$ cat src/rtl/lzw_pkg.sv
// Shared definitions for the LZW encoder core and its output code packer.
//   DEFAULT_HASH_WIDTH : default code width in bits, shared with the encoder.
//   packer_state_t     : packer FSM states.
//   bytes_for_codes(n) : number of output bytes produced by n codes once the
//                        final partial byte is padded (ceil(n*width/8)).
package lzw_pkg;

    localparam int DEFAULT_HASH_WIDTH = 12;

    typedef enum logic [1:0] {
        RUN  = 2'd0,
        PAD  = 2'd1,
        DONE = 2'd2
    } packer_state_t;

    function automatic int bytes_for_codes(input int n);
        return (n * DEFAULT_HASH_WIDTH + 7) / 8;
    endfunction

endpackage

$ cat src/rtl/lzw_code_packer.sv
// LZW output code packer.
// Accepts HASH_WIDTH-bit codes on a valid/ready handshake, packs them LSB-first
// into a bit accumulator and emits the stream as bytes on a second valid/ready
// handshake. A flush pulse drains the accumulator, zero-pads the last partial
// byte and then raises a sticky done.
// Ports:
//   clk, rst                     : clock, synchronous active-low reset
//   code_in/code_valid/code_ready: code input handshake
//   flush                        : end-of-file pulse
//   byte_out/byte_valid/byte_ready: byte output handshake
//   done                         : all bits emitted, sticky until reset
//   byte_count, code_count       : wrapping counters of bytes emitted / codes taken
// Every output is a flop, so nothing on the input side reaches an output in
// the same cycle; during reset all outputs are held low.
module lzw_code_packer
    import lzw_pkg::*;
#(
    parameter int HASH_WIDTH = DEFAULT_HASH_WIDTH,
    parameter int ACC_WIDTH  = 24,
    parameter int CNT_WIDTH  = 16
) (
    input  logic                  clk,
    input  logic                  rst,
    input  logic [HASH_WIDTH-1:0] code_in,
    input  logic                  code_valid,
    output logic                  code_ready,
    input  logic                  flush,
    output logic [7:0]            byte_out,
    output logic                  byte_valid,
    input  logic                  byte_ready,
    output logic                  done,
    output logic [CNT_WIDTH-1:0]  byte_count,
    output logic [CNT_WIDTH-1:0]  code_count
);

    localparam int BW = $clog2(ACC_WIDTH + 1);

    packer_state_t          state_q, state_d;
    logic [ACC_WIDTH-1:0]   acc_q, acc_d;
    logic [BW-1:0]          bit_cnt_q, bit_cnt_d;
    logic                   flush_pend_q, flush_pend_d;
    logic [CNT_WIDTH-1:0]   byte_cnt_q, byte_cnt_d;
    logic [CNT_WIDTH-1:0]   code_cnt_q, code_cnt_d;
    logic                   code_ready_q, code_ready_d;
    logic                   byte_valid_q, byte_valid_d;
    logic [7:0]             byte_out_q, byte_out_d;
    logic                   done_q, done_d;

    logic                   pop_s;
    logic                   push_s;
    logic [ACC_WIDTH-1:0]   acc_pop_s;
    logic [BW-1:0]          cnt_pop_s;

    // Next-state logic: pop is applied first so a same-cycle push lands at the
    // post-pop offset, then the FSM and the registered outputs are derived
    // from the resulting next state.
    always_comb begin
        pop_s        = byte_valid_q && byte_ready;
        push_s       = code_valid && code_ready_q;

        acc_pop_s    = acc_q;
        cnt_pop_s    = bit_cnt_q;
        acc_d        = acc_q;
        bit_cnt_d    = bit_cnt_q;
        flush_pend_d = flush_pend_q;
        byte_cnt_d   = byte_cnt_q;
        code_cnt_d   = code_cnt_q;
        state_d      = state_q;

        if (pop_s) begin
            acc_pop_s  = acc_q >> 4'd8;
            byte_cnt_d = byte_cnt_q + CNT_WIDTH'(1);
            if (state_q == PAD) begin
                cnt_pop_s = '0;
            end else begin
                cnt_pop_s = bit_cnt_q - BW'(8);
            end
        end else begin
            acc_pop_s = acc_q;
            cnt_pop_s = bit_cnt_q;
        end

        if (push_s) begin
            acc_d      = acc_pop_s | (ACC_WIDTH'(code_in) << cnt_pop_s);
            bit_cnt_d  = cnt_pop_s + BW'(HASH_WIDTH);
            code_cnt_d = code_cnt_q + CNT_WIDTH'(1);
        end else begin
            acc_d     = acc_pop_s;
            bit_cnt_d = cnt_pop_s;
        end

        // A flush only counts once, and only while still streaming.
        if (flush && (state_q == RUN) && !flush_pend_q) begin
            flush_pend_d = 1'b1;
        end else begin
            flush_pend_d = flush_pend_q;
        end

        case (state_q)
            RUN: begin
                if (flush_pend_q && (bit_cnt_d < BW'(8))) begin
                    state_d = PAD;
                end else begin
                    state_d = RUN;
                end
            end
            PAD: begin
                if ((bit_cnt_q == '0) || pop_s) begin
                    state_d = DONE;
                end else begin
                    state_d = PAD;
                end
            end
            DONE:    state_d = DONE;
            default: state_d = RUN;
        endcase

        code_ready_d = (state_d == RUN) && !flush_pend_d &&
                       (bit_cnt_d <= BW'(ACC_WIDTH - HASH_WIDTH));
        byte_valid_d = ((state_d == RUN) && (bit_cnt_d >= BW'(8))) ||
                       ((state_d == PAD) && (bit_cnt_d != '0));
        byte_out_d   = acc_d[7:0];
        done_d       = (state_d == DONE);
    end

    // State and output registers with synchronous active-low reset.
    always_ff @(posedge clk) begin
        if (!rst) begin
            state_q      <= RUN;
            acc_q        <= '0;
            bit_cnt_q    <= '0;
            flush_pend_q <= 1'b0;
            byte_cnt_q   <= '0;
            code_cnt_q   <= '0;
            code_ready_q <= 1'b0;
            byte_valid_q <= 1'b0;
            byte_out_q   <= 8'h00;
            done_q       <= 1'b0;
        end else begin
            state_q      <= state_d;
            acc_q        <= acc_d;
            bit_cnt_q    <= bit_cnt_d;
            flush_pend_q <= flush_pend_d;
            byte_cnt_q   <= byte_cnt_d;
            code_cnt_q   <= code_cnt_d;
            code_ready_q <= code_ready_d;
            byte_valid_q <= byte_valid_d;
            byte_out_q   <= byte_out_d;
            done_q       <= done_d;
        end
    end

    assign code_ready = code_ready_q;
    assign byte_valid = byte_valid_q;
    assign byte_out   = byte_out_q;
    assign done       = done_q;
    assign byte_count = byte_cnt_q;
    assign code_count = code_cnt_q;

endmodule

$ cat config.mk
export PLATFORM = sky130hd
export DESIGN_NAME = lzw_code_packer
export DESIGN_NICKNAME = d
export VERILOG_FILES = /design/src/rtl/lzw_pkg.sv /design/src/rtl/lzw_code_packer.sv
export SDC_FILE = /design/constraint.sdc
export NUM_CORES = 1
export LEC_CHECK = 0
export ABC_AREA = 1
export CAP_MARGIN = 20
export CORE_MARGIN = 3
export CORE_UTILIZATION = 49
export DETAILED_ROUTE_END_ITERATION = 8
export PLACE_DENSITY = 0.74
export SYNTH_ARGS = -nofsm -noshare
export SYNTH_HDL_FRONTEND = slang
export SYNTH_SLANG_ARGS = --single-unit
$ cat constraint.sdc
create_clock -name clk -period 2.1 [get_ports clk]
set_clock_uncertainty 0.05 [all_clocks]
set_input_delay 0.42 -clock clk [delete_from_list [all_inputs] [get_ports clk]]
set_output_delay 0.42 -clock clk [all_outputs]
set_load 0.01 [all_outputs]
* Word-level counts from Yosys, hierarchy flattened
Index checks and enable logic that the tools add are counted.
Cells by class: add/sub/neg operators 4, magnitude comparators 3, equal/unequal tests 4, shifts and indexed selects 1, muxes and demuxes 9, bitwise operators 1, reductions and logical operators 17
Operators by type and width (number):
- $mux W24 | 2
- $add A16 B1 Y16 const B | 2
- $or A24 B24 Y24 | 1
- $shl A12 B5 Y24 | 1
- $mux W5 | 3
- $logic_and A1 B1 Y1 | 9
- $pmux W2 S3 | 1
- $add A5 B4 Y5 const B | 1
- $ge A5 B4 Y1 const B | 1
- $le A5 B4 Y1 const B | 1
- $logic_not A5 Y1 | 1
- $lt A5 B4 Y1 const B | 1
- $reduce_bool A5 Y1 | 1
- $sub A5 B4 Y5 const B | 1
- $eq A2 B1 Y1 const B | 2
- $eq A2 B2 Y1 const B | 2
- $logic_not A2 Y1 | 2
- $logic_not A1 Y1 | 2
- $logic_or A1 B1 Y1 | 2
- $mux W1 | 2
- $mux W2 | 1
Word-level totals: bits in registers 75, bits of input ports 17, output and inout port bits 43

* Logic depth before layout (Yosys ltp)
word-level depth 12, gate-level depth with buffers 14

* Worst setup path after synthesis
Ideal clock, no wire load.
path kind register to register, start reg byte_cnt_q[0] (netlist: byte_count[0]), end reg byte_cnt_q[14] (netlist: byte_count[14]), setup time 0.128 ns, arrival 1.528 ns, required time 1.922 ns, setup slack 0.395 ns, stages on the path, launching flop included 10, cell sequence dfxtp_1 > ha_1 > inv_1 > nor3_2 > and3_1 > nand2_1 > nor2_2 > nand2_1 > xor2_1 > nor2_1
Between the ends: word-level cells in the longest chain between the ends 1
RTL lines:
- start, declared | RTL line lzw_code_packer.sv:42 | logic [CNT_WIDTH-1:0] byte_cnt_q, byte_cnt_d;
- start signal, assigned | RTL line lzw_code_packer.sv:144 | byte_cnt_q <= byte_cnt_d;
- $add A16 B1 Y16 | RTL line lzw_code_packer.sv:72 | byte_cnt_d = byte_cnt_q + CNT_WIDTH'(1);
Every way passes these cells. A chain may end at the register's enable or synchronous reset.

* Worst setup path after layout
start in byte_ready, end reg acc_q[14]
Between the ends: word-level cells in the longest chain between the ends 5, elaborated cells on any way between the ends 6
RTL lines:
- start, declared | RTL line lzw_code_packer.sv:30 | input logic byte_ready,
- $logic_and A1 B1 Y1 * | RTL line lzw_code_packer.sv:58 | pop_s = byte_valid_q && byte_ready;
- $mux W5 | RTL line lzw_code_packer.sv:70 | if (pop_s) begin
- $shl A12 B5 Y24 | RTL line lzw_code_packer.sv:84 | acc_d = acc_pop_s | (ACC_WIDTH'(code_in) << cnt_pop_s);
- $or A24 B24 Y24 | RTL line lzw_code_packer.sv:84
- $mux W24 * | RTL line lzw_code_packer.sv:83 | if (push_s) begin
- end signal, assigned | RTL line lzw_code_packer.sv:130 | acc_q <= '0;
- end signal, assigned | RTL line lzw_code_packer.sv:141 | acc_q <= acc_d;
- end, declared | RTL line lzw_code_packer.sv:39 | logic [ACC_WIDTH-1:0] acc_q, acc_d;
Every way passes the cells marked *; elsewhere a longest branch is shown, timed or not.

==> out/results.txt <==
initial antenna violation count: 0
Pre-antenna DRT Iters: 5
most used cell, CP: nand2_1
clk_lat worst skew: 0.35 ns
post-synthesis sequential area ratio: 34.4%
fmax: 499 MHz
CP peak stage delay: 0.44 ns
Filler Cells Inserted: 665
post-synthesis cell area: 3890 um^2
Peak VDD IR: 0.602 mV
Place WS: -0.237 ns
worst-margin pin slew: 0.370 ns
largest area contributor in the netlist: dfxtp_1
NumNets Final: 677
Final Hold Fails: 0
Slew headroom: 75.0%
gate count of the mapped netlist: 577
most frequent cells in the layout: 154 x nand2_1, 68 x nand3_1, 67 x dfxtp_1
Clock transition at path regs: 0.07 ns
total wire length: 9980 um
Crit-path slowest cell: clkdlybuf4s50_1
post-DR wirelength/cell: 13.1 um
CTS root buf: clkbuf_8
Final period util: 95.4%
Avg Inst Size Synth: 6.75 um^2
met1 Use GR: 29.4%
Worst setup EP type: register
ys flop type: dfxtp_1
CTS tree: built
HPWL after detailed placement: 7660 um
syn_nets: 596
CTS Hold Bufs: 0
grt met2 use: 39.1%
Synth cell types: 44
PwrDens: 827 nW/um^2
total number of vias: 3931
GP Congestion: 0.966
largest net degree at the start of global routing: 29
most common cell after layout, fill and taps aside: nand2_1
IO buf count: 59
Worst Hold Class: reg -> reg
crit path time final: 2.00 ns
RSZ-0062 raised after global routing: no
Design Power: 4.10 mW
core area: 7490 um^2
Placement Cell Area: 4750 um^2
die width: 95.1 um
WP buf/inv: 3
Antenna Nets Post-Route: 0
first-pass GRT wire length: 16600 um
number of synthesized flops with an enable pin: 0
vias in the first global route: 3822
Die ar.: 9050 um^2
Iter 0 DRT Violations: 179
Final Worst Setup Slack: 0.0968 ns
layout cells sized above 1: 15.7%
final instance area: 4960 um^2
Static Leak: 2.13 nW
final global-route overflow total: 0
Top delay family on crit path: simple AND/OR/NAND/NOR gates
maxcap violations: 0
CP Class: in -> reg
Req. time, crit path: 2.29 ns
Synth Register Bits: 67
Clock Tree Buf Depth: 2
area delta synth->final: 27.4%
data arrival time of the worst path: 2.20 ns
GRT busiest layer: met2
# clock sinks: 67
synth warn: 0
DIE HEIGHT: 95.1 um
crit start category: input port
number of remaining DRC errors: 0
share of the synthesized area in the top cell type: 34.4%
H-tree depth: 3
met3 Usage GRT: 3.24%
Worst Path Max Fanout: 18
Total GRT Usage: 23.1%
num ports: 60
Num CTS Buffers: 9
crit-path cells: clkdlybuf4s50_1, nand2_4, inv_8, nand2_8, nand2_8, o21ai_0, nand2_1, nand2_1, nand2_1, nand3_1, nand3b_1, nand2_1, inv_1
async set-reset flop share out of synthesis: 0%
status: finished clean
main area contributors after synthesis: dfxtp_1 34%, nand2_1 15%, nand3_1 8.7%
initial core utilization: 52.0%
post-DR vias/cell: 5.16
# diodes: 0
Final Setup Violations: 0
Max Slew Vio Count: 0
Row Count: 31
[final cells by class]
type	instances	area (um^2)	area share, %
clock buffers	11	151	3.05
clock inverters	5	60.1	1.21
inverters	71	279	5.62
multi-input cells	412	2110	42.4
flip-flops and latches	67	1340	27.0
well taps	99	124	2.50
repair buffers	97	901	18.2
[worst register-to-register path, stage by stage (launching register included)]
cell,delay [ns]
dfxtp_1,0.34
nand2_4,0.14
inv_8,0.06
nand2_8,0.11
nand2_8,0.11
o21ai_0,0.35
nand2_1,0.13
nand2_1,0.09
nand2_1,0.08
nand3_1,0.08
nand3b_1,0.08
nand2_1,0.06
inv_1,0.04
[Yosys cell counts (5+ instances only)]
library cell,n
nand2_1,155
nand3_1,68
dfxtp_1,67
inv_1,60
nor2_1,43
a21oi_1,35
o21ai_0,20
nor3_1,12
buf_4,10
nand2_2,9
a31oi_1,8
clkbuf_1,7
inv_2,7
nand4_1,6
nor2_2,6
nor2_4,5
o21ai_1,5
[through the flow]
step | hold WS, ns | utilization [%] | cells | setup TNS (ns)
2_1_floorplan | 0.395 | - | 577 | 0
3_3_place_gp | 0.404 | 63.4 | 746 | -2.68
3_5_place_dp | 0.410 | 63.4 | 746 | -4.25
4_1_cts | 0.421 | 66.3 | 762 | 0
5_1_grt | 0.441 | 66.3 | 762 | 0
6_report | 0.421 | 66.3 | 762 | 0
[path summary, 6_finish.rpt]
path	startpoint	to	slack (ns)	cells past startpoint
setup / recovery	byte_ready	acc_q[14]	0.1	13
hold / removal	acc_q[16]	acc_q[16]	0.42	2
setup reg to reg	byte_valid	acc_q[14]	0.28	12
hold reg to reg	acc_q[16]	acc_q[16]	0.42	2
[sequential cells by signal (all words and copies together) (netlist names)]
register	cells
bit_cnt_q	5
acc_q	24
done	1
byte_count	16
flush_pend_q	1
code_ready	1
code_count	16
byte_valid	1
state_q	2
[logic make-up after synthesis]
group                    after synthesis  synth area share (%)
buffers and inverters                 98                  11.5
AND/OR/NAND/NOR                      328                  41.2
AO/OA/AOI/OAI                         73                  10.1
adder cells (fa/ha/maj)                2                 0.643
multiplexers                           3                 0.771
XOR/XNOR                               6                  1.35
flip-flops                            67                  34.4
[power breakdown]
group / internal (mW) / switching, mW
combinational: 0.615 / 0.874
sequential: 1.39 / 0.0939
clock: 0.617 / 0.512
[layer usage]
metal | part of all wire, % | up-vias
met3 | 3.9 | 17
met1 | 46 | 1821
met4 | 1.5 | 0
met2 | 49 | 92
li1 | - | 2001
met5 | 0 | -
[timing repair]
item                       in CTS  in global routing
setup endpoints to repair       0                  1
gates resized for setup         0                  1
buffers inserted                0                  0
Power figures use the tool's default switching activity.
